**src/rtl/peridot_csr_swi_mbox.sv**
```systemverilog
// PERIDOT host-bridge CSR: ID/timecode, keyed CPU reset, LEDs, SWI pending/mask, mutex and
// an optional host<->CPU message FIFO built when PERIDOT_SWI_MBOX_FIFO_EN is defined.
module peridot_csr_swi_mbox #(
  parameter logic [31:0] CLASSID         = 32'h72A00000,
  parameter logic [31:0] TIMECODE        = 32'd1234567890,
  parameter logic [15:0] CPURESET_KEY    = 16'hdead,
  parameter int          CPURESET_INIT   = 0,
  parameter int          SWI_CHANNELS    = 8,
  parameter int          LED_WIDTH       = 4,
  parameter int          FIFO_DEPTH_LOG2 = 4
) (
  input  logic                    csi_clk,
  input  logic                    rsi_reset,
  input  logic [3:0]              avs_address,
  input  logic                    avs_read,
  output logic [31:0]             avs_readdata,
  input  logic                    avs_write,
  input  logic [31:0]             avs_writedata,
  output logic                    ins_irq,
  output logic                    coe_cpureset,
  output logic [LED_WIDTH-1:0]    coe_led,
  input  logic [SWI_CHANNELS-1:0] coe_swi_in
);

  localparam logic RST_INIT = ((CPURESET_INIT & 1) != 0);

  logic wr_ctrl, wr_pend, wr_clr, wr_mask, wr_mutex;
  logic key_ok;

  assign wr_ctrl  = avs_write && (avs_address == 4'd2);
  assign wr_pend  = avs_write && (avs_address == 4'd3);
  assign wr_clr   = avs_write && (avs_address == 4'd4);
  assign wr_mask  = avs_write && (avs_address == 4'd5);
  assign wr_mutex = avs_write && (avs_address == 4'd6);
  assign key_ok   = (CPURESET_KEY == 16'h0) || (avs_writedata[31:16] == CPURESET_KEY);

  // Mutex: only a free lock or its current owner may write; owner 0 is never accepted,
  // and the owner writing value 0 releases the lock entirely.
  function automatic logic [31:0] mutex_next(input logic [31:0] cur, input logic [31:0] wd);
    logic [15:0] cur_owner;
    logic [15:0] wr_owner;
    cur_owner  = cur[31:16];
    wr_owner   = wd[31:16];
    mutex_next = cur;
    if ((wr_owner != 16'h0) && ((cur_owner == 16'h0) || (cur_owner == wr_owner))) begin
      if ((wd[15:0] == 16'h0) && (cur_owner == wr_owner))
        mutex_next = '0;
      else
        mutex_next = wd;
    end
  endfunction

  always_ff @(posedge csi_clk or posedge rsi_reset) begin
    if (rsi_reset) begin
      coe_cpureset <= RST_INIT;
      coe_led      <= '0;
    end else if (wr_ctrl) begin
      coe_led <= avs_writedata[LED_WIDTH-1:0];
      if (key_ok)
        coe_cpureset <= avs_writedata[8];
    end
  end

  logic [SWI_CHANNELS-1:0] pending, mask, swi_in_p0;
  logic [SWI_CHANNELS-1:0] swi_rise, set_bits, clr_bits;
  logic [31:0]             mutex;

  assign swi_rise = coe_swi_in & ~swi_in_p0;
  assign set_bits = wr_pend ? avs_writedata[SWI_CHANNELS-1:0] : '0;
  assign clr_bits = wr_clr  ? avs_writedata[SWI_CHANNELS-1:0] : '0;

  // Edge set is applied after the W1C so a coincident edge survives the clear.
  always_ff @(posedge csi_clk or posedge rsi_reset) begin
    if (rsi_reset) begin
      swi_in_p0 <= '0;
      pending   <= '0;
      mask      <= '0;
      mutex     <= '0;
    end else begin
      swi_in_p0 <= coe_swi_in;
      pending   <= ((pending | set_bits) & ~clr_bits) | swi_rise;
      if (wr_mask)
        mask <= avs_writedata[SWI_CHANNELS-1:0];
      if (wr_mutex)
        mutex <= mutex_next(mutex, avs_writedata);
    end
  end

  logic [31:0] fifo_head;
  logic [31:0] fifo_status;
  logic        fifo_irq;

`ifdef PERIDOT_SWI_MBOX_FIFO_EN
  localparam int AW    = FIFO_DEPTH_LOG2;
  localparam int DEPTH = 1 << AW;
  localparam logic [AW:0] PTR_ONE = {{AW{1'b0}}, 1'b1};

  logic [31:0] fifo_mem [DEPTH];
  logic [AW:0] wr_ptr, rd_ptr, fifo_cnt;
  logic [8:0]  cnt_field;
  logic        fifo_push, fifo_pop, wr_stat;
  logic        fifo_empty, fifo_full;
  logic        ovf, unf, fifo_irq_en;
  logic [7:0]  fifo_thr;

  assign fifo_push  = avs_write && (avs_address == 4'd7);
  assign fifo_pop   = avs_read  && (avs_address == 4'd7);
  assign wr_stat    = avs_write && (avs_address == 4'd8);
  assign fifo_cnt   = wr_ptr - rd_ptr;
  assign cnt_field  = 9'(fifo_cnt);
  assign fifo_empty = (wr_ptr == rd_ptr);
  assign fifo_full  = (wr_ptr[AW] != rd_ptr[AW]) && (wr_ptr[AW-1:0] == rd_ptr[AW-1:0]);

  // Storage has no reset; stale words are unreachable while the pointers say empty.
  always_ff @(posedge csi_clk) begin
    if (fifo_push && !fifo_full)
      fifo_mem[wr_ptr[AW-1:0]] <= avs_writedata;
  end

  always_ff @(posedge csi_clk or posedge rsi_reset) begin
    if (rsi_reset) begin
      wr_ptr      <= '0;
      rd_ptr      <= '0;
      ovf         <= 1'b0;
      unf         <= 1'b0;
      fifo_irq_en <= 1'b0;
      fifo_thr    <= '0;
    end else begin
      if (fifo_push) begin
        if (fifo_full)
          ovf <= 1'b1;
        else
          wr_ptr <= wr_ptr + PTR_ONE;
      end
      if (fifo_pop) begin
        if (fifo_empty)
          unf <= 1'b1;
        else
          rd_ptr <= rd_ptr + PTR_ONE;
      end
      if (wr_stat) begin
        if (avs_writedata[29])
          ovf <= 1'b0;
        if (avs_writedata[28])
          unf <= 1'b0;
        fifo_irq_en <= avs_writedata[24];
        fifo_thr    <= avs_writedata[23:16];
      end
    end
  end

  assign fifo_head   = fifo_empty ? 32'h0 : fifo_mem[rd_ptr[AW-1:0]];
  assign fifo_status = {fifo_empty, fifo_full, ovf, unf, 3'b000, fifo_irq_en, fifo_thr,
                        7'b0, cnt_field};
  assign fifo_irq    = fifo_irq_en && ({1'b0, fifo_thr} <= cnt_field) && !fifo_empty;
`else
  logic unused_fifo_read;
  assign unused_fifo_read = avs_read;
  assign fifo_head        = 32'h0;
  assign fifo_status      = 32'h0;
  assign fifo_irq         = 1'b0;
`endif

  assign ins_irq = (|(pending & mask)) | fifo_irq;

  always_comb begin
    avs_readdata = '0;
    case (avs_address)
      4'd0: avs_readdata = CLASSID;
      4'd1: avs_readdata = TIMECODE;
      4'd2: begin
        avs_readdata[8]             = coe_cpureset;
        avs_readdata[LED_WIDTH-1:0] = coe_led;
      end
      4'd3: avs_readdata[SWI_CHANNELS-1:0] = pending;
      4'd4: avs_readdata[SWI_CHANNELS-1:0] = pending & mask;
      4'd5: avs_readdata[SWI_CHANNELS-1:0] = mask;
      4'd6: avs_readdata = mutex;
      4'd7: avs_readdata = fifo_head;
      4'd8: avs_readdata = fifo_status;
      default: avs_readdata = '0;
    endcase
  end

endmodule

```
**config.mk**
```make
export PLATFORM = sky130hd
export DESIGN_NAME = peridot_csr_swi_mbox
export DESIGN_NICKNAME = d
export VERILOG_FILES = /design/src/rtl/peridot_csr_swi_mbox.sv
export SDC_FILE = /design/constraint.sdc
export NUM_CORES = 1
export LEC_CHECK = 0
export BUFFER_PORTS_ARGS = -buffer_cell sky130_fd_sc_hd__clkbuf_2
export CORE_UTILIZATION = 53
export DETAILED_ROUTE_END_ITERATION = 10
export PLACE_DENSITY = 0.8
export SLEW_MARGIN = 20
export SYNTH_ARGS = -nofsm -noshare
export SYNTH_HDL_FRONTEND = slang
export SYNTH_SLANG_ARGS = --single-unit
```
**constraint.sdc**
```tcl
create_clock -name csi_clk -period 2.7 [get_ports csi_clk]
set_input_delay 0.27 -clock csi_clk [delete_from_list [all_inputs] [get_ports csi_clk]]
set_output_delay 0.27 -clock csi_clk [all_outputs]
set_load 0.05 [all_outputs]
```
==> flow_summary.ini, run 1 <==
[run_status]
status = complete, but fails checks
violations = DRC

[setup_path]
crit_type = primary input to primary output
cpMostUsedCell = clkbuf_2
path_delay_family = simple AND/OR/NAND/NOR gates
cp_max_fo = 11
cpPeakStageDelay_ns = 0.49
crit_path_start_kind = primary input
cp.required_ns = 2.43
path_buf_inv = 2
cp-end-kind = primary output
crit_slowest_cell = nor3_2
cp_data_arrival_time_ns = 1.88
crit_chain = clkbuf_2, or2_1, nor3_2, a22o_1, a221o_1, clkbuf_2

[clock_tree]
clk_latency_ns = 0.34
cts_setup_buffers = 0
clk_pin_slew_ns = 0.06
tritoncts.num_buffers = 9
cts-root-buf = clkbuf_8
post_cts_resized = 0
h-tree-depth = 3
postCtsHoldBufs = 0
cts_max_path_buffers = 2
clock-sinks = 61
cts_tree = built

[synthesis]
postSynth.asyncResetShare_pct = 100
syn_nets = 334
synth_area_leader_cell = dfrtp_1
ys_ff_latch = 61
avgSynthCellArea_um2 = 11.3
synth.distinct_cells = 39
netlist_area_um2 = 3220
synth_area_leaders = dfrtp_1 (47%), mux2_2 (7.0%), a32o_1 (5.0%), mux2_4 (4.7%), xnor2_1 (4.4%)
synth-edff-count = 0
synth_cells = 286
yosysSeqAreaShare_pct = 47.4
ys_dominant_reg_cell = dfrtp_1
synth_top_area_share_pct = 47.4
synth_warnings = 0

[sta]
setup_viol = 0
finClkSkew_ns = 0.00657
worst_slack_ns = 0.549
fin_crit_sh_pct = 79.7
rsz0062_at_grt = no
period_minus_slack_ns = 2.15
final_max_slew_viol_count = 0
max-slew-margin-rel_pct = 55.9
worst_pin_slew_ns = 0.660
fmax_ghz = 0.465
timing_hold_violations_final = 0
setup_tns_ns = 0

[job]
drv_cap = 0

[floorplan]
start_util_pct = 54.7
ios = 86
core.rowCount = 28
dieArea_um2 = 6390
dieWidth_um = 79.9
core_area_um2 = 5890
floorplan.die.height_um = 79.9

[grt]
grt_pass1_wl_um = 12500
antenna_found_initial = 0
grt_overflow_total = 0
grt_usage_pct = 26.7
grt_max_degree = 33
first_global_vias = 2538

[layout]
diodes = 0
nets = 421
synthToLayoutAreaGrowth_pct = 22.3
num-fill-cells = 490
drive_gt1_share_pct = 38.2

[place]
globalplace.congestion = 0.907
dp_slack_ns = 0.591
io_buffer_count = 84
dp_hpwl_um = 5520

[detailed_routing]
wl_per_cell_um = 17.3
drtIter0Drc = 189
dr.pass1.iters = 7
totalWireLength_um = 7810
ant_nets = 0
route.detailed.drc = 2
vias = 2668
vias_per_cell = 5.90

[worst_hold_path]
min_path_type = primary input to asynchronous set/reset pin

[power_and_ir_drop]
peakVddDrop_mv = 0.360
p_leak_nw = 1.95
powerDensity_nw_per_um2 = 783
cell usage after synthesis (all sizes together), types with 6 or more instances:
library cell	instances
and2	12
nand3	6
and3	9
inv	11
nand2	12
a21oi	20
buf	7
a21o	16
a32o	16
clkbuf	8
dfrtp	61
nand4	8
nor4	9
xnor2	16
mux2	30
o22ai	8
layout make-up:
class | instances | area (µm²) | share of cell area [%]
clock buffer | 12 | 155 | 3.94
timing repair buffer | 91 | 485 | 12.3
multi-input combinational | 199 | 1560 | 39.7
tap | 75 | 93.8 | 2.38
inverter | 11 | 41.3 | 1.05
sequential | 61 | 1530 | 38.8
clock inverter | 3 | 68.8 | 1.75
kinds of logic (layout without fill, tap and decap cells):
kind of cell | Yosys count | after routing | share of synthesized area, %
and+or+nand+nor | 74 | 74 | 14.3
buffers and inverters | 26 | 117 | 3.97
muxes | 30 | 30 | 11.7
xor gates and xnor gates | 16 | 16 | 4.35
AOI/OAI and AO/OA | 79 | 79 | 18.2
DFF | 61 | 61 | 47.4
power by group:
part / internal, mW / leakage, nW / switching (mW) / total, mW
combinational: 0.391 / 1.09 / 0.419 / 0.810
sequential: 1.15 / 0.754 / 0.216 / 1.36
clock: 0.567 / 0.113 / 0.339 / 0.905
metal layers:
metal | track usage, % | vias up | part of all wire [%]
met5 | 0 | - | 0
met4 | 11.4 | 0 | 2.5
met3 | 7.54 | 21 | 7.5
met2 | 41.7 | 108 | 46
met1 | 34.6 | 1283 | 44
li1 | - | 1256 | -
cell usage in the layout, fill, tap and decap left out, types with 5 or more instances in the layout:
master | netlist | layout
a22oi_1 | 5 | 5
mux2_2 | 20 | 20
nor4_1 | 8 | 8
xnor2_1 | 16 | 16
inv_1 | 11 | 10
and3_1 | 9 | 9
clkbuf_2 | 0 | 84
nand4_1 | 8 | 8
mux2_4 | 10 | 10
nand3_1 | 6 | 6
nand2_1 | 12 | 12
a21oi_1 | 19 | 19
o22ai_1 | 8 | 8
clkbuf_8 | 0 | 11
buf_4 | 0 | 6
dfrtp_1 | 61 | 61
and2_1 | 12 | 12
a21o_1 | 16 | 16
a32o_1 | 16 | 16
sequential cells by signal, summed over array words and instances, names as in the netlist:
| signal | count |
|---|---|
| coe_cpureset | 1 |
| coe_led | 4 |
| mask | 8 |
| mutex | 32 |
| pending | 8 |
| swi_in_p0 | 8 |
worst paths after layout:
check	from	endpoint	slack (ns)	cells after the start
min in group csi_clk	coe_swi_in[5]	swi_in_p0[5]	0.04	1
min reg2reg	swi_in_p0[3]	pending[3]	0.43	1
max in group asynchronous	rsi_reset	swi_in_p0[0]	2.10	3
max	avs_address[3]	avs_readdata[3]	0.55	6
max reg2reg	mutex[24]	mutex[14]	0.61	6
min	rsi_reset	swi_in_p0[1]	0.002	2
through the flow:
step | std cells | hold WS (ns) | instance area (µm²) | utilization [%] | power [mW]
after floorplan | 286 | 0.301 | 3220 | - | 1.95
final | 452 | 0.00192 | 3940 | 66.9 | 3.08
after global placement | 437 | 0.379 | 3710 | 63.1 | 2.14
after global routing | 452 | 0.0316 | 3940 | 66.9 | 3.23
after CTS | 452 | 0.0205 | 3940 | 66.9 | 3.09
after detailed placement | 437 | 0.385 | 3710 | 63.1 | 2.17
Power figures use the tool's default switching activity.
==> run 2, diff against run 1 <==
CORE_UTILIZATION = 48   (was 53)
PLACE_DENSITY = 0.77   (was 0.8)
clock period = 1.8 ns   (was 2.7 ns; I/O delays follow)
==> flow_summary.ini, run 2 (synthesis results as in run 1) <==
[run_status]
status = complete, but fails checks
violations = DRC, setup timing

[setup_path]
cp_max_fo = 8
cp-end-kind = flip-flop
cp.required_ns = 2.02
crit_path_start_kind = flip-flop
crit_type = flip-flop to flip-flop
cp_data_arrival_time_ns = 2.21

[place]
dp_slack_ns = -0.198
dp_hpwl_um = 6730
globalplace.congestion = 0.852
io_buffer_count = 84

[layout]
diodes = 0
drive_gt1_share_pct = 44.3
final_cell_mix = clkbuf_2 (69), dfrtp_1 (61), buf_4 (45)
largest_register_ffs = 32
final_common_cell = clkbuf_2
nets = 472
multi_input_comb_area_um2 = 1620
num-fill-cells = 440
top_register = mutex
synthToLayoutAreaGrowth_pct = 44.8
regArea_um2 = 1530

[detailed_routing]
totalWireLength_um = 9520
vias_per_cell = 5.97
wl_per_cell_um = 18.8
route.detailed.drc = 6
ant_nets = 0
vias = 3023
drtIter0Drc = 279
dr.pass1.iters = 10

[grt]
grt_max_degree = 38
antenna_found_initial = 0
first_global_vias = 3084
grt_usage_pct = 28.8
grt_overflow_total = 0
grt_pass1_wl_um = 15600

[power_and_ir_drop]
switching_power_mw = 1.63
internal_power_mw = 3.57
swShare_pct = 31.3
powerDensity_nw_per_um2 = 1110
p_leak_nw = 2.30
clock_power_share_pct = 28.3
seqPwrFrac_pct = 38.2
total_power_mw = 5.19
power_frac_comb_pct = 33.4
peakVddDrop_mv = 0.856

[clock_tree]
h-tree-depth = 3
cts-root-buf = clkbuf_8
clock-sinks = 61
tritoncts.num_buffers = 9
cts_tree = built
clk_pin_slew_ns = 0.07
clk_latency_ns = 0.34
cts_max_path_buffers = 2

[sta]
finClkSkew_ns = 0.00753
final_max_slew_viol_count = 0
fin_crit_sh_pct = 111
setup_viol = 32
worst_slack_ns = -0.193
fmax_ghz = 0.502
rsz0062_at_grt = yes
worst_pin_slew_ns = 0.566
period_minus_slack_ns = 1.99
max-slew-margin-rel_pct = 62.2
timing_hold_violations_final = 0

[worst_hold_path]
min_path_type = primary input to flip-flop

[floorplan]
dieArea_um2 = 7040
start_util_pct = 50.1
dieWidth_um = 83.9
floorplan.die.height_um = 83.9
core.rowCount = 29
ios = 86
core_area_um2 = 6420

[job]
drv_cap = 0
==> run 2: power by group through the flow <==
stage,registers (mW),logic (mW),clock network [mW]
after floorplan,2.03,0.925,0
after global placement,1.98,1.55,0
after detailed placement,2.01,1.59,0
after CTS,1.98,1.69,1.49
after global routing,2.02,1.85,1.56
final,1.99,1.74,1.47
==> run 2: critical path, stage by stage, from the launching register on <==
cell and delay [ns]:
dfrtp_1 0.44, nor4_1 0.43, and4_1 0.30, o21a_1 0.21
buf_6 0.18, mux2_4 0.31
==> run 2: metrics by stage <==
step	TNS, ns	instances	util [%]	hold WS [ns]	instance area, µm²
after floorplan	-0.857	286	-	0.211	3260
after global routing	-7.70	506	72.6	0.0891	4660
after global placement	-3.72	475	66.2	0.245	4250
after detailed placement	-5.18	475	66.2	0.264	4250
final	-5.29	506	72.6	0.0908	4660
after CTS	-4.93	504	72.0	0.0782	4630
==> run 2: layout make-up <==
class	instances	area share (%)
multi-input combinational	199	34.8
sequential	61	32.8
timing repair buffer	142	24.4
clock buffer	10	2.74
clock inverter	6	2.39
tap	77	2.07
inverter	11	0.886
==> run 2: what timing repair did <==
| action | 4_1_cts | 5_1_grt |
|---|---|---|
| hold buffers | 9 | 0 |
| endpoints found under the hold margin | 32 | 0 |
| resized for setup | 4 | 6 |
| setup buffers | 4 | 2 |
| setup endpoints to repair | 32 | 33 |
| pin swaps | 7 | 6 |
==> run 2: metal layers <==
layer | track usage (%) | up-vias | wire length, µm
met5 | 0 | - | 0
met4 | 9.87 | 0 | 231
met3 | 5.24 | 23 | 507
met2 | 46.9 | 132 | 4750
met1 | 38.7 | 1508 | 4030
li1 | - | 1360 | -
==> run 2: worst paths after layout <==
path | start | to | slack [ns] | depth (start not counted)
setup reg to reg | mutex[22] | mutex[11] | -0.19 | 5
min in group asynchronous | rsi_reset | mutex[31] | 0.44 | 3
setup / recovery | mutex[22] | mutex[11] | -0.19 | 5
hold reg to reg | swi_in_p0[3] | pending[3] | 0.43 | 1
max in group asynchronous | rsi_reset | mask[2] | 0.77 | 4
hold / removal | avs_writedata[15] | mutex[15] | 0.09 | 2
==> run 3, diff against run 2 <==
PLACE_DENSITY = default   (was 0.77)
PLACE_DENSITY_LB_ADDON = 0.25   (was default)
==> flow_summary.ini, run 3 (synthesis results as in run 1) <==
[run_status]
status = complete, but fails checks
violations = DRC, setup timing

[grt]
grt_overflow_total = 0
grt_pass1_wl_um = 15200
first_global_vias = 3048
grt_usage_pct = 27.9
antenna_found_initial = 0
grt_max_degree = 62

[detailed_routing]
vias_per_cell = 5.84
dr.pass1.iters = 8
route.detailed.drc = 6
wl_per_cell_um = 18.4
ant_nets = 0
drtIter0Drc = 211
totalWireLength_um = 9400
vias = 2977

[sta]
timing_hold_violations_final = 0
period_minus_slack_ns = 2.00
setup_viol = 32
worst_slack_ns = -0.204
finClkSkew_ns = 0.00744
max-slew-margin-rel_pct = 73.6
worst_pin_slew_ns = 0.395
final_max_slew_viol_count = 0
rsz0062_at_grt = yes
fmax_ghz = 0.499
timing.hold.ws_ns = 0.0817
fin_crit_sh_pct = 111

[floorplan]
core_area_um2 = 6420
dieWidth_um = 83.9
core.rowCount = 29
start_util_pct = 50.1
dieArea_um2 = 7040
floorplan.die.height_um = 83.9
ios = 86

[place]
place_area_um2 = 4270
globalplace.congestion = 0.870
io_buffer_count = 84
dp_hpwl_um = 6450

[layout]
synthToLayoutAreaGrowth_pct = 46.1
nets = 476
diodes = 0
top_register = mutex
final_cell_mix = clkbuf_2 (71), dfrtp_1 (61), buf_4 (47)
final_common_cell = clkbuf_2
design_area_um2 = 4700
drive_gt1_share_pct = 47.1
largest_register_ffs = 32
num-fill-cells = 455

[power_and_ir_drop]
p_leak_nw = 2.33
peakVddDrop_mv = 0.779
powerDensity_nw_per_um2 = 1080

[worst_hold_path]
holdPathEnd = mutex[13]
whs_path_depth = 2
holdCritStartpoint = avs_writedata[13]
min_path_type = primary input to flip-flop

[setup_path]
cp-end-kind = flip-flop
cp_max_fo = 8
worstRegToRegCells = 7
crit_path_start_kind = flip-flop
cp_data_arrival_time_ns = 2.23
cp.required_ns = 2.03
reg2reg_slack_ns = -0.20
rr_endpoint = mutex[8]
crit_type = flip-flop to flip-flop
cp-startpoint = mutex[17]
r2r_start = mutex[17]

[clock_tree]
clk_latency_ns = 0.35
clk_pin_slew_ns = 0.07
h-tree-depth = 3
clock-sinks = 61
cts_max_path_buffers = 2
cts-root-buf = clkbuf_8
tritoncts.num_buffers = 9
cts_tree = built

[job]
drv_cap = 0
run 3: changes by cell type in the layout (fill, tap and decap cells not counted), sizes merged:
cell and delta:
bufinv -2, clkinv +1, inv +1, mux2 +1, buf +1, clkbuf +2
run 3: routing by layer:
layer / global-route usage, % / part of all wire, %
met1: 35.9 / 42
met2: 46.6 / 49
met3: 5.93 / 5.3
met4: 9.87 / 3.1
met5: 0 / 0
run 3: final cells by class:
cell class	count	area [µm²]	area share, %
Timing Repair Buffer	145	1140	24.3
Sequential cell	61	1530	32.5
Clock buffer	10	138	2.93
Tap cell	77	96.3	2.05
Multi-Input combinational cell	200	1700	36.1
Inverter	11	41.3	0.878
Clock inverter	6	61.3	1.30
run 3: through the flow:
step | utilization [%] | worst slack, ns | power [mW] | cells | TNS (ns)
2_1_floorplan | - | -0.0447 | 2.96 | 286 | -0.857
3_5_place_dp | 66.5 | -0.168 | 3.61 | 480 | -4.47
3_3_place_gp | 66.5 | -0.127 | 3.55 | 480 | -3.44
6_report | 73.2 | -0.204 | 5.07 | 510 | -5.47
4_1_cts | 72.2 | -0.169 | 4.97 | 509 | -4.03
5_1_grt | 73.2 | -0.283 | 5.31 | 510 | -7.71
run 3: how the worst max path moves through the flow:
stage,endpoint,cells past startpoint
after floorplan,mutex[0],7
final,mutex[8],7
after global routing,mutex[9],7
after detailed placement,mutex[28],5
after global placement,mutex[27],5
after CTS,mutex[15],7
run 3: repair_timing:
action,in CTS,in global routing
pin swaps,12,11
gates cloned,1,0
setup buffers,3,1
endpoints found under the hold margin,69,0
gates resized for setup,10,10
setup endpoints to repair,32,34
hold buffers,9,0
run 3: power breakdown:
group | switching [mW] | total (mW) | internal, mW
logic | 0.828 | 1.82 | 0.991
registers | 0.276 | 2.00 | 1.72
clock network | 0.579 | 1.25 | 0.674
total | 1.68 | 5.07 | 3.39
run 3: critical path, cell delays in order, from the launching register on:
cell and delay [ns]:
dfrtp_1 0.41, xnor2_1 0.15, nand4_1 0.18, nor4_4 0.31, buf_4 0.19, o21a_1 0.16, buf_6 0.17, mux2_4 0.31
